===== config.mk =====
export PLATFORM = sky130hd
export DESIGN_NAME = word_serializer
export DESIGN_NICKNAME = d
export VERILOG_FILES = /design/src/rtl/word_serializer_pkg.sv /design/src/rtl/word_serializer_word_pick.sv /design/src/rtl/word_serializer.sv
export SDC_FILE = /design/constraint.sdc
export NUM_CORES = 1
export LEC_CHECK = 0
export CAP_MARGIN = 5
export CORE_UTILIZATION = 47
export CTS_CLUSTER_DIAMETER = 50
export CTS_CLUSTER_SIZE = 10
export DETAILED_ROUTE_END_ITERATION = 10
export PLACE_DENSITY = 0.79
export SLEW_MARGIN = 20
export SYNTH_ARGS = -nofsm -noshare
export SYNTH_HDL_FRONTEND = slang
export SYNTH_SLANG_ARGS = --single-unit

===== constraint.sdc =====
create_clock -name clk -period 1.8 [get_ports clk]
set_input_delay 0.36 -clock clk [delete_from_list [all_inputs] [get_ports clk]]
set_output_delay 0.36 -clock clk [all_outputs]
set_load 0.005 [all_outputs]

===== src/rtl/word_serializer_pkg.sv =====
// Shared types and helpers for the word serializer.
package word_serializer_pkg;

   typedef enum logic {
      ST_IDLE = 1'b0,
      ST_SEND = 1'b1
   } state_e;

   // ceil(log2(n)), never less than 1 so a single-slice bus still has an index bit.
   function automatic int clog2_min1(input int n);
      int r;
      r = 0;
      for (int k = 0; k < 32; k++) begin
         if ((1 << r) < n) r = r + 1;
      end
      return (r < 1) ? 1 : r;
   endfunction

endpackage


===== src/rtl/word_serializer_word_pick.sv =====
// Combinational lowest-set-bit picker over the pending slice mask.
module word_pick
   import word_serializer_pkg::*;
#(
   parameter int WORD_NUM = 4,
   parameter int IDX_W    = 2
) (
   input  logic [WORD_NUM-1:0] mask_i,
   output logic [IDX_W-1:0]    idx_o,
   output logic                any_o,
   output logic                onehot_o
);

   // Scan from the top down so the final assignment is the lowest set bit.
   always_comb begin
      idx_o = '0;
      for (int i = WORD_NUM - 1; i >= 0; i--) begin
         if (mask_i[i]) idx_o = IDX_W'(i);
      end
   end

   // Exactly one bit set: non-zero and clearing the lowest bit leaves nothing.
   always_comb begin
      any_o    = (mask_i != '0);
      onehot_o = any_o && ((mask_i & (mask_i - WORD_NUM'(1))) == '0);
   end

endmodule


===== src/rtl/word_serializer.sv =====
// Bus-word to narrow-word serializer: emits flagged slices lowest index first.
module word_serializer
   import word_serializer_pkg::*;
#(
   parameter int  BUS_SIZE  = 16,
   parameter int  WORD_SIZE = 4,
   localparam int WORD_NUM  = BUS_SIZE / WORD_SIZE,
   localparam int IDX_W     = clog2_min1(WORD_NUM)
) (
   input  logic                 clk,
   input  logic                 reset,
   input  logic [BUS_SIZE-1:0]  data_in,
   input  logic [WORD_NUM-1:0]  control,
   input  logic                 in_valid,
   output logic                 in_ready,
   output logic [WORD_SIZE-1:0] word_out,
   output logic [IDX_W-1:0]     word_idx,
   output logic                 word_valid,
   output logic                 word_last,
   input  logic                 out_ready
);

   state_e              state_q, state_d;
   logic [BUS_SIZE-1:0] data_q, data_d;
   logic [WORD_NUM-1:0] mask_q, mask_d;

   logic [IDX_W-1:0]     pick_idx;
   logic                 pick_any;
   logic                 pick_onehot;
   logic [WORD_SIZE-1:0] slice;

   word_pick #(
      .WORD_NUM (WORD_NUM),
      .IDX_W    (IDX_W)
   ) u_pick (
      .mask_i   (mask_q),
      .idx_o    (pick_idx),
      .any_o    (pick_any),
      .onehot_o (pick_onehot)
   );

   // Select the slice of the held bus word addressed by the picked index.
   always_comb begin
      slice = '0;
      for (int i = 0; i < WORD_NUM; i++) begin
         if (pick_idx == IDX_W'(i)) slice = data_q[i*WORD_SIZE +: WORD_SIZE];
      end
   end

   // State, held bus word and pending mask; reset drops word_valid immediately.
   always_ff @(posedge clk or posedge reset) begin
      if (reset) begin
         state_q <= ST_IDLE;
         data_q  <= '0;
         mask_q  <= '0;
      end else begin
         state_q <= state_d;
         data_q  <= data_d;
         mask_q  <= mask_d;
      end
   end

   // Next-state and handshake outputs; slice outputs are forced to zero outside SEND.
   always_comb begin
      state_d    = state_q;
      data_d     = data_q;
      mask_d     = mask_q;
      in_ready   = 1'b0;
      word_valid = 1'b0;
      word_last  = 1'b0;
      word_out   = '0;
      word_idx   = '0;
      unique case (state_q)
         ST_IDLE: begin
            in_ready = 1'b1;
            if (in_valid) begin
               data_d = data_in;
               mask_d = control;
               if (control != '0) state_d = ST_SEND;
            end
         end
         ST_SEND: begin
            word_valid = pick_any;
            word_last  = pick_onehot;
            word_out   = slice;
            word_idx   = pick_idx;
            if (!pick_any) begin
               state_d = ST_IDLE;
            end else if (out_ready) begin
               // Clearing the lowest set bit retires exactly the slice just sent.
               mask_d = mask_q & (mask_q - WORD_NUM'(1));
               if (pick_onehot) state_d = ST_IDLE;
            end
         end
         default: state_d = ST_IDLE;
      endcase
   end

endmodule


==> results of run 1 <==
-- critical path: cells and delay by family, from the launching register on --
| family | cells | cell delay [ps] |
|---|---|---|
| DFF | 1 | 420 |
| and+or+nand+nor | 3 | 450 |
| AOI/OAI and AO/OA | 1 | 130 |
| buffers and inverters | 2 | 370 |
-- worst paths after layout --
check                            from           to  cells after the start
setup reg to reg              state_q   data_q[11]                      5
hold / removal                  reset    data_q[4]                      3
hold reg to reg            data_q[13]   data_q[13]                      1
setup / recovery            mask_q[2]  word_out[3]                      6
min in group clk           data_q[13]   data_q[13]                      1
max in group asynchronous       reset      state_q                      3
-- sequential cells by signal (all words and copies together), names as in the netlist --
| signal | cells |
|---|---|
| data_q | 16 |
| mask_q | 4 |
| state_q | 1 |
-- per-layer routing --
metal / up-vias / part of all wire, %
li1: 491 / -
met1: 509 / 41
met2: 32 / 54
met3: 5 / 3.8
met4: 0 / 1.1
met5: - / 0
-- power breakdown --
part           leakage (nW)  total (mW)  internal, mW  switching [mW]
Clock                0.0150       0.221        0.0865           0.134
Combinational         0.501        1.73         0.951           0.776
Sequential            0.250       0.870         0.706           0.164
Total                 0.766        2.82          1.74            1.07
-- cells in the final DEF (no fill, tap or decap), types with 4 or more instances in the layout --
| cell | instances |
|---|---|
| buf_6 | 6 |
| a211o_1 | 4 |
| o21ai_0 | 7 |
| clkdlybuf4s50_1 | 24 |
| buf_2 | 5 |
| o21ai_1 | 4 |
| a21oi_1 | 4 |
| a21oi_2 | 4 |
| buf_4 | 16 |
| mux2_4 | 5 |
| mux2_2 | 7 |
| inv_1 | 7 |
| nand2_1 | 11 |
| dfrtp_1 | 19 |
-- area by class of cell --
cell class              count  area (sq um)
well taps                  28          35.0
flip-flops and latches     21           528
clock buffers               4          26.3
multi-input cells          73           568
repair buffers             55           505
fillers                   152           583
inverters                   8          30.0
-- metrics by stage --
| stage | instance area [sq um] | setup TNS [ps] | hold slack [ps] |
|---|---|---|---|
| 5_1_grt | 1690 | -1270 | 411 |
| 3_5_place_dp | 1570 | -816 | 496 |
| 4_1_cts | 1660 | -988 | 380 |
| 6_report | 1690 | -899 | 368 |
| 2_1_floorplan | 1160 | 0 | 337 |
| 3_3_place_gp | 1570 | -689 | 488 |
-- timing repair --
action	in CTS	in global routing
setup endpoints to repair	9	9
setup buffers	6	2
pin swaps	11	3
resized for setup	38	11
-- cells by family after synthesis --
kind of cell / count (synthesis)
buffers and inverters: 17
adder cells (fa/ha/maj): 1
flip-flops: 21
AO/OA/AOI/OAI: 35
AND/OR/NAND/NOR: 23
XOR/XNOR: 1
multiplexers: 13
==> impl_metrics.env, run 1 <==
export IMPL_synth_seq_area_share_pct=45.3
export IMPL_setup_viol=5
export IMPL_synth_flop_cell="dfrtp_1"
export IMPL_period_minus_slack_ps=2030
export IMPL_overflow=0
export IMPL_post_synth_top_count_cell="dfrtp_1"
export IMPL_hp_class="in -> async"
export IMPL_gp_congestion=0.798
export IMPL_max_freq_mhz=494
export IMPL_clk_path_buf_depth=2
export IMPL_slowest_delay_ps=420
export IMPL_ys_ff_latch=21
export IMPL_preCtsSetupSlack_ps=-189
export IMPL_place_inst=178
export IMPL_powerDensity_nw_per_um2=1670
export IMPL_first_pass_iters=4
export IMPL_syn_avg_cell_area_sq_um=10.5
export IMPL_required_ps=1440
export IMPL_synth_top_family_by_area="compound AO/OA/AOI/OAI gates"
export IMPL_area_delta_synth_final_pct=45.8
export IMPL_path_class="reg -> out"
export IMPL_syn_inst=111
export IMPL_drt_iter0_markers=21
export IMPL_synthMuxAreaShare_pct=14.1
export IMPL_status="finished, violations left"
export IMPL_crit_chain="buf_6, nor3_2, or2_4, nand2_1, a21oi_2, clkdlybuf4s15_2"
export IMPL_rows=17
export IMPL_grt_pass1_vias=1079
export IMPL_globalRoute_busiestLayer="met2"
export IMPL_clock_skew_final_ps=1.03
export IMPL_dp_hpwl_um=2100
export IMPL_ys_warn_count=0
export IMPL_cts_hold_buf=0
export IMPL_grtUsageMet3_pct=4.09
export IMPL_synth_xor_area_share_pct=0.754
export IMPL_routed_wl_um=3020
export IMPL_slew_headroom_pct=77.3
export IMPL_fin_ws_ps=-225
export IMPL_grt_max_degree=22
export IMPL_startpoint_type="flop"
export IMPL_antenna_cells=0
export IMPL_period_share_pct=113
export IMPL_routedWlPerCell_um=16.0
export IMPL_drive_above_1_share_pct=38.5
export IMPL_cts_sinks=21
export IMPL_dieArea_sq_um=2670
export IMPL_synth_fa_ha_area_share_pct=0.862
export IMPL_worst_slew_pin_slew_ps=336
export IMPL_p_leak_nw=0.766
export IMPL_htree_levels=1
export IMPL_top_level_ports=33
export IMPL_netlist_area_sq_um=1160
export IMPL_track_usage_pct=25.1
export IMPL_via_count=1037
export IMPL_grt_pass1_wl_um=4780
export IMPL_rsz0062_at_grt="true"
export IMPL_synth_compound_area_share_pct=20.6
export IMPL_drv_slew=0
export IMPL_crit_fanout=11
export IMPL_io_buffers=32
export IMPL_grt_use_met2_pct=47.2
export IMPL_drv_cap=0
export IMPL_failed_checks="setup timing"
export IMPL_grt_use_met1_pct=28.4
export IMPL_die_h_um=51.7
export IMPL_ys_top_cells_by_area="dfrtp_1 (45%), mux2_2 (6.8%), mux2_4 (6.5%)"
export IMPL_finalPower_mw=2.82
export IMPL_cts_buffers=3
export IMPL_synth_simple_area_share_pct=9.27
export IMPL_syn_nets=135
export IMPL_utilization_pct=74.4
export IMPL_die_x_um=51.7
export IMPL_start_util_pct=51.0
export IMPL_cts_clk_slew_worst_paths_ps=110
export IMPL_synth_edff_count=0
export IMPL_cp_end_kind="primary output"
export IMPL_synth_largest_area_cell="dfrtp_1"
export IMPL_cp_slowest_cell="dfrtp_1"
export IMPL_antenna_found_initial=0
export IMPL_peakVddDrop_uv=1050
export IMPL_synth_top_cell_area_share_pct=45.3
export IMPL_core_sq_um=2280
export IMPL_ant_nets=0
export IMPL_nets=186
export IMPL_critPathArrivalTime_ps=1670
export IMPL_drc=0
export IMPL_cts_root_buf="clkbuf_4"
export IMPL_async_reset_ff_share_pct=100
export IMPL_routed_via_density=5.49
export IMPL_synth_common_cells="dfrtp_1 (21), nand2_1 (11), o21ai_0 (11)"
export IMPL_ff2ff_setup_slack_ps=210
export IMPL_synth_cell_types=29
export IMPL_cts_tree="built"
export IMPL_hold_viol=0
export IMPL_clk_latency_ps=300
export IMPL_fin_cells=189
Note: power is estimated with default switching activity, not from simulation.
==> inputs of run 2 (changes only) <==
Settings changed: CAP_MARGIN 5 to default.
==> results of run 2 <==
No change in the layout: final DEF, timing and power equal those of run 1.
==> inputs of run 3 (changes only) <==
Settings changed: SLEW_MARGIN 20 to 10.
==> results of run 3 <==
No change in the layout: final DEF, timing and power equal those of run 1.
